File: src/rtl/register_writeback.sv
// rtl/register_writeback.sv - register-file writeback sequencer with load alignment and memory timeout
//
// Accepts one retiring instruction's writeback request at a time. It selects the result
// source (ALU, load, PC+4, immediate). For loads it checks alignment, waits for data memory,
// and then extracts and extends the addressed byte, halfword or word. It finishes with one
// registered write toward the register file.
//
// Ports:
//   clk, reset         clock; synchronous active-high reset
//   wb_valid           request strobe, only looked at while idle
//   rd                 destination register
//   wb_sel             0=ALU 1=MEM 2=PC+4 3=IMM
//   funct3             load width (LB/LH/LW/LBU/LHU)
//   alu_result         ALU result; [1:0] is the byte offset for loads
//   pc_plus4, imm      alternative result sources
//   mem_read_data      word-aligned load data
//   mem_valid          load data valid (only honoured while waiting for memory)
//   write_enable_flag  register-file write enable pulse
//   a3                 register-file write address
//   write_data_input   register-file write data
//   busy               high while waiting for memory or writing
//   done               pulse when a request retires
//   err                pulse on misaligned load, bad funct3 or memory timeout

module register_writeback #(
   parameter int CLK_FREQ    = 12000000,
   parameter int MEM_TIMEOUT = 15
) (
   input  logic        clk,
   input  logic        reset,
   input  logic        wb_valid,
   input  logic [4:0]  rd,
   input  logic [1:0]  wb_sel,
   input  logic [2:0]  funct3,
   input  logic [31:0] alu_result,
   input  logic [31:0] pc_plus4,
   input  logic [31:0] imm,
   input  logic [31:0] mem_read_data,
   input  logic        mem_valid,
   output logic        write_enable_flag,
   output logic [4:0]  a3,
   output logic [31:0] write_data_input,
   output logic        busy,
   output logic        done,
   output logic        err
);

   generate
      if (MEM_TIMEOUT < 1 || MEM_TIMEOUT > 255 || CLK_FREQ < 1) begin : g_bad_param
         $error("register_writeback: parameter out of range");
      end
   endgenerate

   localparam logic [1:0] S_IDLE     = 2'd0;
   localparam logic [1:0] S_WAIT_MEM = 2'd1;
   localparam logic [1:0] S_WRITE    = 2'd2;

   localparam logic [1:0] SEL_ALU = 2'd0;
   localparam logic [1:0] SEL_MEM = 2'd1;
   localparam logic [1:0] SEL_PC4 = 2'd2;

   localparam logic [2:0] F3_LB  = 3'b000;
   localparam logic [2:0] F3_LH  = 3'b001;
   localparam logic [2:0] F3_LW  = 3'b010;
   localparam logic [2:0] F3_LBU = 3'b100;
   localparam logic [2:0] F3_LHU = 3'b101;

   // The last counter value that may still wait. The counter runs from 0 up to this value,
   // so a load waits MEM_TIMEOUT cycles in total.
   localparam logic [7:0] TIMEOUT_LAST = 8'(MEM_TIMEOUT - 1);

   logic [1:0]  state;
   logic [4:0]  rd_q;
   logic [2:0]  funct3_q;
   logic [1:0]  offset_q;
   logic [7:0]  counter;

   logic [31:0] sel_value;
   logic        load_legal;
   logic [31:0] byte_shift;
   logic [31:0] half_shift;
   logic [7:0]  byte_val;
   logic [15:0] half_val;
   logic [31:0] load_value;

   // Non-load result source.
   always_comb begin
      sel_value = imm;
      case (wb_sel)
         SEL_ALU: sel_value = alu_result;
         SEL_PC4: sel_value = pc_plus4;
         default: sel_value = imm;
      endcase
   end

   // Alignment / width legality of an incoming load request.
   always_comb begin
      load_legal = 1'b0;
      case (funct3)
         F3_LB, F3_LBU: load_legal = 1'b1;
         F3_LH, F3_LHU: load_legal = ~alu_result[0];
         F3_LW:         load_legal = (alu_result[1:0] == 2'b00);
         default:       load_legal = 1'b0;
      endcase
   end

   // Load data extraction. The byte lane is picked by the full offset. The halfword lane is
   // picked by offset[1] only, because offset[0] is already known to be 0 for halfwords.
   always_comb begin
      byte_shift = mem_read_data >> {offset_q, 3'b000};
      half_shift = mem_read_data >> {offset_q[1], 4'b0000};
      byte_val   = byte_shift[7:0];
      half_val   = half_shift[15:0];
      load_value = mem_read_data;
      case (funct3_q)
         F3_LB:   load_value = {{24{byte_val[7]}}, byte_val};
         F3_LH:   load_value = {{16{half_val[15]}}, half_val};
         F3_LBU:  load_value = {24'd0, byte_val};
         F3_LHU:  load_value = {16'd0, half_val};
         default: load_value = mem_read_data;
      endcase
   end

   // Outputs are registered on entry to WRITE, so they are visible exactly during the
   // single WRITE cycle. Pulses default low every cycle.
   always_ff @(posedge clk) begin
      if (reset) begin
         state             <= S_IDLE;
         rd_q              <= 5'd0;
         funct3_q          <= 3'd0;
         offset_q          <= 2'd0;
         counter           <= 8'd0;
         write_enable_flag <= 1'b0;
         a3                <= 5'd0;
         write_data_input  <= 32'd0;
         done              <= 1'b0;
         err               <= 1'b0;
      end else begin
         write_enable_flag <= 1'b0;
         done              <= 1'b0;
         err               <= 1'b0;
         case (state)
            S_IDLE: begin
               if (wb_valid) begin
                  if (wb_sel != SEL_MEM) begin
                     write_enable_flag <= (rd != 5'd0);
                     a3                <= rd;
                     write_data_input  <= sel_value;
                     done              <= 1'b1;
                     state             <= S_WRITE;
                  end else if (!load_legal) begin
                     err  <= 1'b1;
                     done <= 1'b1;
                  end else begin
                     rd_q     <= rd;
                     funct3_q <= funct3;
                     offset_q <= alu_result[1:0];
                     counter  <= 8'd0;
                     state    <= S_WAIT_MEM;
                  end
               end
            end
            S_WAIT_MEM: begin
               // mem_valid is checked first, so data arriving on the last allowed cycle still wins.
               if (mem_valid) begin
                  write_enable_flag <= (rd_q != 5'd0);
                  a3                <= rd_q;
                  write_data_input  <= load_value;
                  done              <= 1'b1;
                  state             <= S_WRITE;
               end else if (counter == TIMEOUT_LAST) begin
                  err   <= 1'b1;
                  done  <= 1'b1;
                  state <= S_IDLE;
               end else begin
                  counter <= counter + 8'd1;
               end
            end
            S_WRITE: state <= S_IDLE;
            default: state <= S_IDLE;
         endcase
      end
   end

   assign busy = (state == S_WAIT_MEM) || (state == S_WRITE);

endmodule
File: config.mk
export PLATFORM = sky130hd
export DESIGN_NAME = register_writeback
export DESIGN_NICKNAME = d
export VERILOG_FILES = /design/src/rtl/register_writeback.sv
export SDC_FILE = /design/constraint.sdc
export NUM_CORES = 1
export LEC_CHECK = 0
export BUFFER_PORTS_ARGS = -buffer_cell sky130_fd_sc_hd__buf_4
export CAP_MARGIN = 5
export CORE_MARGIN = 4
export CORE_UTILIZATION = 45
export DETAILED_ROUTE_END_ITERATION = 12
export PLACE_DENSITY = 0.77
export SYNTH_ARGS = -nofsm -noshare
export SYNTH_HDL_FRONTEND = slang
export SYNTH_SLANG_ARGS = --single-unit
export TNS_END_PERCENT = 5
File: constraint.sdc
create_clock -name clk -period 2.1 [get_ports clk]
set_input_delay 0.63 -clock clk [delete_from_list [all_inputs] [get_ports clk]]
set_output_delay 0.63 -clock clk [all_outputs]
set_load 0.01 [all_outputs]
==> flow_summary.json, run 1 <==
{
  "status": "complete, no violations",
  "antenna_found_initial": 0,
  "cts-root-buf": "clkbuf_8",
  "criticalPathCategory": "register to register",
  "netlist_area_um2": 4080,
  "fmax_mhz": 511,
  "fin_skew_ns": 0.0102,
  "cp.required_ns": 2.29,
  "ys_seq_area_share_pct": 29.4,
  "yosysWarnings": 0,
  "grt_util_all_layers_pct": 25.9,
  "final_area_um2": 5800,
  "synth_area_per_cell_um2": 8.00,
  "placedCellCount": 780,
  "num_antenna_cells": 0,
  "peakVddDrop_mv": 0.318,
  "cts_max_level": 3,
  "clkLatencyLatePin_ns": 0.34,
  "p_leak_uw": 0.00260,
  "grt_pass1_wl_um": 21300,
  "yosys-top-cells-count": "nor2_1, mux2i_1, dfxtp_1",
  "postCtsHoldBufs": 0,
  "route.vias.total": 4567,
  "die_w_um": 103,
  "hold_path_class": "register to register",
  "drt_first_pass_iters": 5,
  "endpoint_kind": "register",
  "ios": 183,
  "cts_tree": "done",
  "async_reset_ff_share_pct": 0,
  "grt_start_max_net_pins": 33,
  "clk_pin_slew_ns": 0.07,
  "syn_inst": 510,
  "slew_headroom_pct": 54.8,
  "grt_setup_unrepaired": "false",
  "ant_nets": 0,
  "die_area_um2": 10700,
  "wire_per_inst_um": 17.8,
  "clockBufferDepth": 2,
  "cts_made_buffers": 9,
  "drtIter0Drc": 297,
  "drive_above_1_share_pct": 35.8,
  "final_hold_viol_count": 0,
  "holdWs_ns": 0.476,
  "rows": 34,
  "gp_congestion": 0.916,
  "setup_tns_ns": 0,
  "wirelength_um": 14200,
  "fin_crit_sh_pct": 93.3,
  "final-setup-viol-count": 0,
  "finalNetCount": 829,
  "power_density_nw_per_um2": 627,
  "synth.area.top_cells": "dfxtp_1, mux2i_1, nor2_1, o21ai_0, nand2_1",
  "synth-edff-count": 0,
  "synth_ff_type": "dfxtp_1",
  "cap_violations": 0,
  "min_period_ns": 1.96,
  "worst_slew_pin_slew_ns": 0.674,
  "drc": 0,
  "start_util_pct": 46.5,
  "cp-start-kind": "register",
  "grt_pass1_vias": 4338,
  "synth_cell_types": 50,
  "overflow": 0,
  "viasPerCell": 5.74,
  "yosysMostFrequentCell": "nor2_1",
  "ys_ff_latch": 60,
  "port_buffers": 182,
  "synth_top_cell_area_share_pct": 29.4,
  "hpwl_um": 11300,
  "cts_sinks": 60,
  "coreArea_um2": 8760,
  "area_delta_synth_final_pct": 42.2,
  "synth_nets": 656,
  "final_cells": 796,
  "crit_fanout": 6,
  "cp.arrival_ns": 2.15,
  "yosys.area.top_type": "dfxtp_1",
  "post_cts_buffers": 0,
  "post_cts_resized": 0,
  "slew_violations": 0,
  "place_area_um2": 5580,
  "die_height_um": 103
}
## placed cells by master (no fill, tap or decap), types with 4 or more instances in the layout
cell | Yosys | layout
mux2_2 | 4 | 4
a22oi_1 | 7 | 7
nor2b_1 | 4 | 4
xnor2_1 | 7 | 7
nand2_1 | 49 | 49
buf_4 | 1 | 201
nor2_1 | 66 | 66
a211oi_2 | 10 | 10
dfxtp_1 | 60 | 60
ha_1 | 4 | 4
a221oi_1 | 4 | 4
o21ai_0 | 42 | 42
nor3_1 | 8 | 8
a211oi_1 | 23 | 23
inv_1 | 12 | 12
nand3_1 | 8 | 8
a21oi_1 | 29 | 29
mux2i_1 | 62 | 62
clkbuf_8 | 0 | 10
a31oi_1 | 17 | 17
a22o_1 | 8 | 8
nand2b_1 | 10 | 10
a21o_1 | 7 | 7
## worst max-delay path, stage by stage (launching register included)
cell     delay, ns
dfxtp_1       0.49
mux4_2        0.59
a31oi_1       0.59
a21oi_1       0.14
## metal layers
metal / GRT usage, % / share of wire, % / up-vias / routed length, µm
li1: - / - / 2193 / -
met1: 31.9 / 39 / 2099 / 5490
met2: 45.2 / 49 / 254 / 6960
met3: 4.56 / 10 / 21 / 1430
met4: 9.46 / 2.1 / 0 / 291
met5: 0 / 0 / - / 0
## cells by family (layout without fill, tap and decap cells)
| family | Yosys count | in the layout | synth area share, % |
|---|---|---|---|
| buf+inv | 54 | 232 | 6.20 |
| xor+xnor | 7 | 7 | 1.50 |
| compound gates | 159 | 159 | 26.8 |
| simple gates | 159 | 159 | 17.9 |
| fa+ha+maj | 4 | 4 | 1.23 |
| flops | 60 | 60 | 29.4 |
| mux | 67 | 67 | 16.9 |
## report_power, final
| group | internal (µW) | switching, µW |
|---|---|---|
| Clock | 698 | 496 |
| Sequential | 1250 | 64.2 |
| Combinational | 584 | 545 |
| Total | 2530 | 1110 |
## layout make-up
| class | count | area [µm²] |
|---|---|---|
| Clock inverter | 6 | 87.6 |
| Multi-Input combinational cell | 396 | 2630 |
| Sequential cell | 60 | 1200 |
| Inverter | 12 | 45.0 |
| Timing Repair Buffer | 204 | 1570 |
| Fill cell | 731 | 2960 |
| Clock buffer | 10 | 138 |
| Tap cell | 108 | 135 |
## final timing paths
| check | endpoint | depth (start not counted) | slack [ns] | start |
|---|---|---|---|---|
| worst min-delay path | write_data_input[15] | 2 | 0.48 | write_data_input[15] |
| worst min register to register | write_data_input[15] | 2 | 0.48 | write_data_input[15] |
| worst max register to register | write_data_input[10] | 3 | 0.14 | offset_q[1] |
| worst max-delay path | write_data_input[10] | 3 | 0.14 | offset_q[1] |
## state kept, by name (all words and copies together) (netlist names)
signal and cells:
offset_q 2, funct3_q 3, write_enable_flag 1, a3 5, counter 8, rd_q 5, done 1, state 2
err 1, write_data_input 32
## metrics by stage
stage | setup WS (ns) | total power, µW | util (%)
final | 0.142 | 3640 | 66.2
after detailed placement | -0.0562 | 2470 | 63.6
after global routing | 0.0399 | 3810 | 66.2
after CTS | 0.176 | 3650 | 66.2
after floorplan | 0.173 | 1910 | -
after global placement | 0.00856 | 2440 | 63.6
(Power assumes the default switching activity.)
==> run 2, diff against run 1 <==
clock period = 2.4 ns   (was 2.1 ns; I/O delays follow)
==> flow_summary.json, run 2 (synthesized netlist as in run 1, its figures left out) <==
{
  "overflow": 0,
  "criticalPathCategory": "register to register",
  "port_buffers": 182,
  "grt_util_met3_pct": 5.57,
  "num_antenna_cells": 0,
  "setup_tns_ns": 0,
  "regMostFlops": "write_data_input",
  "cts-root-buf": "clkbuf_8",
  "fmax_mhz": 475,
  "hold_path_end": "write_data_input[14]",
  "viasPerCell": 5.67,
  "layout_commonest_cell": "buf_4",
  "p_leak_uw": 0.00256,
  "post_cts_buffers": 0,
  "num-fill-cells": 746,
  "ant_nets": 0,
  "clk_pin_slew_ns": 0.07,
  "antenna_found_initial": 0,
  "drt_first_pass_iters": 5,
  "seqCellArea_um2": 1200,
  "cp.required_ns": 2.60,
  "gp_congestion": 0.866,
  "cp-start-kind": "register",
  "gr-usage-met1_pct": 30.8,
  "die_area_um2": 10700,
  "cts_sinks": 60,
  "place_area_um2": 5500,
  "grt_start_max_net_pins": 33,
  "route.vias.total": 4488,
  "hpwl_um": 10600,
  "cts_max_level": 3,
  "peakVddDrop_mv": 0.349,
  "coreArea_um2": 8760,
  "clockBufferDepth": 2,
  "slew_headroom_pct": 30.3,
  "post_cts_resized": 0,
  "endpoint_kind": "register",
  "clkLatencyLatePin_ns": 0.33,
  "fin_ws_ns": 0.295,
  "start_util_pct": 46.5,
  "wire_per_inst_um": 17.2,
  "drc": 0,
  "top_regs": "write_data_input x32, counter x8",
  "postCtsHoldBufs": 0,
  "final_area_um2": 5700,
  "final_hold_viol_count": 0,
  "die_height_um": 103,
  "final-setup-viol-count": 0,
  "drive_above_1_share_pct": 35.1,
  "status": "complete, no violations",
  "final_cell_mix": "buf_4, nor2_1, mux2i_1, dfxtp_1, nand2_1",
  "area_delta_synth_final_pct": 39.8,
  "drtIter0Drc": 290,
  "grt_util_all_layers_pct": 24.6,
  "cp.arrival_ns": 2.31,
  "power_density_nw_per_um2": 533,
  "ios": 183,
  "cts_made_buffers": 9,
  "slew_violations": 0,
  "hp-start": "write_data_input[14]",
  "finalNetCount": 824,
  "rows": 34,
  "die_w_um": 103,
  "wirelength_um": 13600,
  "grt_setup_unrepaired": "false",
  "fin_skew_ns": 0.00482,
  "place_ws_ns": 0.0336,
  "crit_fanout": 15,
  "utilization_pct": 65.1,
  "grt-busiest-layer": "met2",
  "rrSetupSlack_ns": 0.29,
  "r2r_cells": 4,
  "largest_reg_flops": 32,
  "hold_path_class": "register to register",
  "fin_crit_sh_pct": 87.7,
  "worstReg2RegEnd": "write_data_input[6]",
  "min_period_ns": 2.11,
  "worstReg2RegStart": "offset_q[0]",
  "multi_input_area_um2": 2630,
  "cap_violations": 0,
  "worst_slew_pin_slew_ns": 1.04,
  "hold_depth": 2,
  "cts_tree": "done",
  "grt_util_met2_pct": 41.0,
  "grt_pass1_vias": 4187,
  "grt_pass1_wl_um": 20400
}
run 2: cell count changes in the layout (fill, tap and decap cells not counted):
cell / change
buf_4: -2
clkbuf_1: +1
buf_12: -3
bufinv_16: -1
clkinvlp_4: -2
clkbuf_8: +1
clkinv_2: +1
run 2: through the flow:
step	hold WS (ns)	cells	power, µW
2_1_floorplan	0.443	510	1670
3_5_place_dp	0.473	775	2130
4_1_cts	0.482	791	3060
6_report	0.478	791	3040
3_3_place_gp	0.460	775	2110
5_1_grt	0.524	791	3200
run 2: worst max path at each step:
| stage | from | end | slack, ns | cells past startpoint |
|---|---|---|---|---|
| 6_report | offset_q[0] | write_data_input[6] | 0.29 | 4 |
| 3_5_place_dp | wb_sel[0] | write_data_input[18] | 0.03 | 6 |
| 3_3_place_gp | alu_result[1] | counter[0] | 0.14 | 5 |
| 4_1_cts | state[1] | write_data_input[18] | 0.33 | 7 |
| 2_1_floorplan | wb_sel[0] | write_data_input[23] | 0.38 | 8 |
| 5_1_grt | state[1] | write_data_input[21] | 0.06 | 6 |
run 2: worst max-delay path: stages (launching register included):
cell and delay, ns:
dfxtp_1 0.50, nor2b_1 0.80, a31oi_1 0.17, o21ai_0 0.37
a31oi_1 0.14
run 2: layout make-up:
cell class                 count  share of cell area [%]
clock inverter                 4                   0.834
multi-input combinational    396                    46.0
inverter                      12                   0.790
tap                          108                    2.37
sequential                    60                    21.1
timing repair buffer         199                    26.2
clock buffer                  12                    2.72
run 2: power breakdown:
| group | total (µW) | switching [µW] | internal (µW) |
|---|---|---|---|
| Clock | 931 | 398 | 533 |
| Combinational | 962 | 469 | 493 |
| Sequential | 1150 | 54.2 | 1090 |
| Total | 3040 | 921 | 2120 |
run 2: layer usage:
layer | share of wire [%] | wire [µm]
met1 | 40 | 5480
met2 | 47 | 6360
met3 | 10 | 1420
met4 | 2.6 | 349
met5 | 0 | 0
==> run 3, diff against run 2 <==
RECOVER_POWER = 25   (was default)
==> flow_summary.json, run 3 (synthesized netlist as in run 1, its figures left out) <==
{
  "critPathSlowestCell": "nor2b_1",
  "drive_above_1_share_pct": 31.5,
  "postCtsHoldBufs": 0,
  "cts_made_buffers": 9,
  "grt_setup_unrepaired": "false",
  "hold_depth": 2,
  "startpoint": "offset_q[0]",
  "worstReg2RegEnd": "write_data_input[6]",
  "crit_top_cell": "a31oi_1",
  "die_w_um": 103,
  "worst_path_largest_cell_delay_ns": 0.79,
  "grt_pass1_vias": 4187,
  "seqPwrFrac_pct": 38.2,
  "placedCellCount": 775,
  "die_height_um": 103,
  "grt_pass1_wl_um": 20400,
  "switchingPower_uw": 921,
  "layout_commonest_cell": "buf_4",
  "ant_nets": 0,
  "clockBufferDepth": 2,
  "hp-start": "write_data_input[14]",
  "gp_congestion": 0.866,
  "peakVddDrop_mv": 0.348,
  "endpoint_kind": "register",
  "r2r_cells": 4,
  "p_leak_uw": 0.00246,
  "p_int_uw": 2080,
  "start_util_pct": 46.5,
  "largest_reg_flops": 32,
  "clkLatencyLatePin_ns": 0.34,
  "port_buffers": 182,
  "top_regs": "write_data_input x32, counter x8",
  "wirelength_um": 13600,
  "slew_headroom_pct": 31.0,
  "fin_crit_sh_pct": 87.7,
  "slew_violations": 0,
  "rows": 34,
  "cap_violations": 0,
  "place_ws_ns": 0.0336,
  "fmax_mhz": 475,
  "worst_slew_pin_slew_ns": 1.03,
  "grt_util_all_layers_pct": 24.6,
  "post_cts_buffers": 0,
  "cts_tree": "done",
  "status": "complete, no violations",
  "hold_path_end": "write_data_input[14]",
  "final_hold_viol_count": 0,
  "cp.arrival_ns": 2.31,
  "grt_start_max_net_pins": 33,
  "crit_chain": "nor2b_1 -> a31oi_1 -> o21ai_0 -> a31oi_1",
  "crit_fanout": 15,
  "cts_sinks": 60,
  "worstReg2RegStart": "offset_q[0]",
  "regMostFlops": "write_data_input",
  "drc": 0,
  "cp-start-kind": "register",
  "route.vias.total": 4468,
  "final_cells": 791,
  "min_period_ns": 2.10,
  "final_area_um2": 5610,
  "overflow": 0,
  "clk_pin_slew_ns": 0.07,
  "cp.required_ns": 2.60,
  "drtIter0Drc": 274,
  "die_area_um2": 10700,
  "place_area_um2": 5500,
  "critPathBufInv": 0,
  "setup_tns_ns": 0,
  "fin_ws_ns": 0.296,
  "post_cts_resized": 0,
  "antenna_found_initial": 0,
  "power_density_nw_per_um2": 535,
  "power_frac_comb_pct": 30.7,
  "cts_max_level": 3,
  "viasPerCell": 5.65,
  "wire_per_inst_um": 17.2,
  "crit_family": "simple AND/OR/NAND/NOR gates",
  "area_delta_synth_final_pct": 37.5,
  "fin_skew_ns": 0.00531,
  "final-setup-viol-count": 0,
  "num_antenna_cells": 0,
  "num-fill-cells": 770,
  "cts-root-buf": "clkbuf_8",
  "ios": 183,
  "p_clk_share_pct": 31.1,
  "final_cell_mix": "buf_4, nor2_1, mux2i_1, dfxtp_1, nand2_1",
  "coreArea_um2": 8760,
  "drt_first_pass_iters": 5,
  "finalNetCount": 824,
  "criticalPathCategory": "register to register",
  "hold_path_class": "register to register",
  "p_sw_share_pct": 30.7,
  "rrSetupSlack_ns": 0.30,
  "hpwl_um": 10600
}
==> run 3: cell count changes in the layout (fill, tap and decap cells not counted), sizes merged <==
cell	before	now
buf	199	174
clkbuf	12	37
==> run 3: cell type report <==
class / instances / area (µm²) / area share (%)
Inverter: 12 / 45.0 / 0.803
Clock buffer: 12 / 155 / 2.77
Multi-Input combinational cell: 396 / 2630 / 46.8
Clock inverter: 4 / 47.5 / 0.847
Sequential cell: 60 / 1200 / 21.4
Timing Repair Buffer: 199 / 1400 / 25.0
Tap cell: 108 / 135 / 2.41
==> run 3: worst max-delay path by stage <==
stage | end | slack, ns | cells after the start
after floorplan | write_data_input[23] | 0.38 | 8
after global placement | counter[0] | 0.14 | 5
after detailed placement | write_data_input[18] | 0.03 | 6
after CTS | write_data_input[18] | 0.33 | 7
after global routing | write_data_input[21] | 0.06 | 6
final | write_data_input[6] | 0.30 | 4
==> run 3: metal layers <==
metal / global-route usage [%] / part of all wire (%) / vias up
met1: 30.8 / 41 / 2058
met3: 5.57 / 9.8 / 25
met2: 41.0 / 47 / 209
li1: - / - / 2176
met4: 9.56 / 2.0 / 0
met5: 0 / 0 / -
==> run 3: stage by stage <==
| stage | power, µW | hold WS [ns] | utilization [%] |
|---|---|---|---|
| floorplan | 1670 | 0.443 | - |
| global placement | 2110 | 0.460 | 62.8 |
| detailed placement | 2130 | 0.473 | 62.8 |
| CTS | 3060 | 0.482 | 65.1 |
| global route | 3160 | 0.523 | 64.0 |
| finish | 3000 | 0.479 | 64.0 |
==> run 3: power by group through the flow <==
stage               logic [µW]  clock network [µW]  registers (µW)
finish                     921                 932            1150
global route              1010                 996            1160
CTS                        966                 947            1150
detailed placement         962                   0            1170
global placement           945                   0            1160
floorplan                  473                   0            1200
==> run 3: worst register-to-register path: cells and delay by family (launching register included) <==
kind | cells | cell delay, ns
and+or+nand+nor | 1 | 0.79
AOI/OAI and AO/OA | 3 | 0.69
DFF | 1 | 0.50
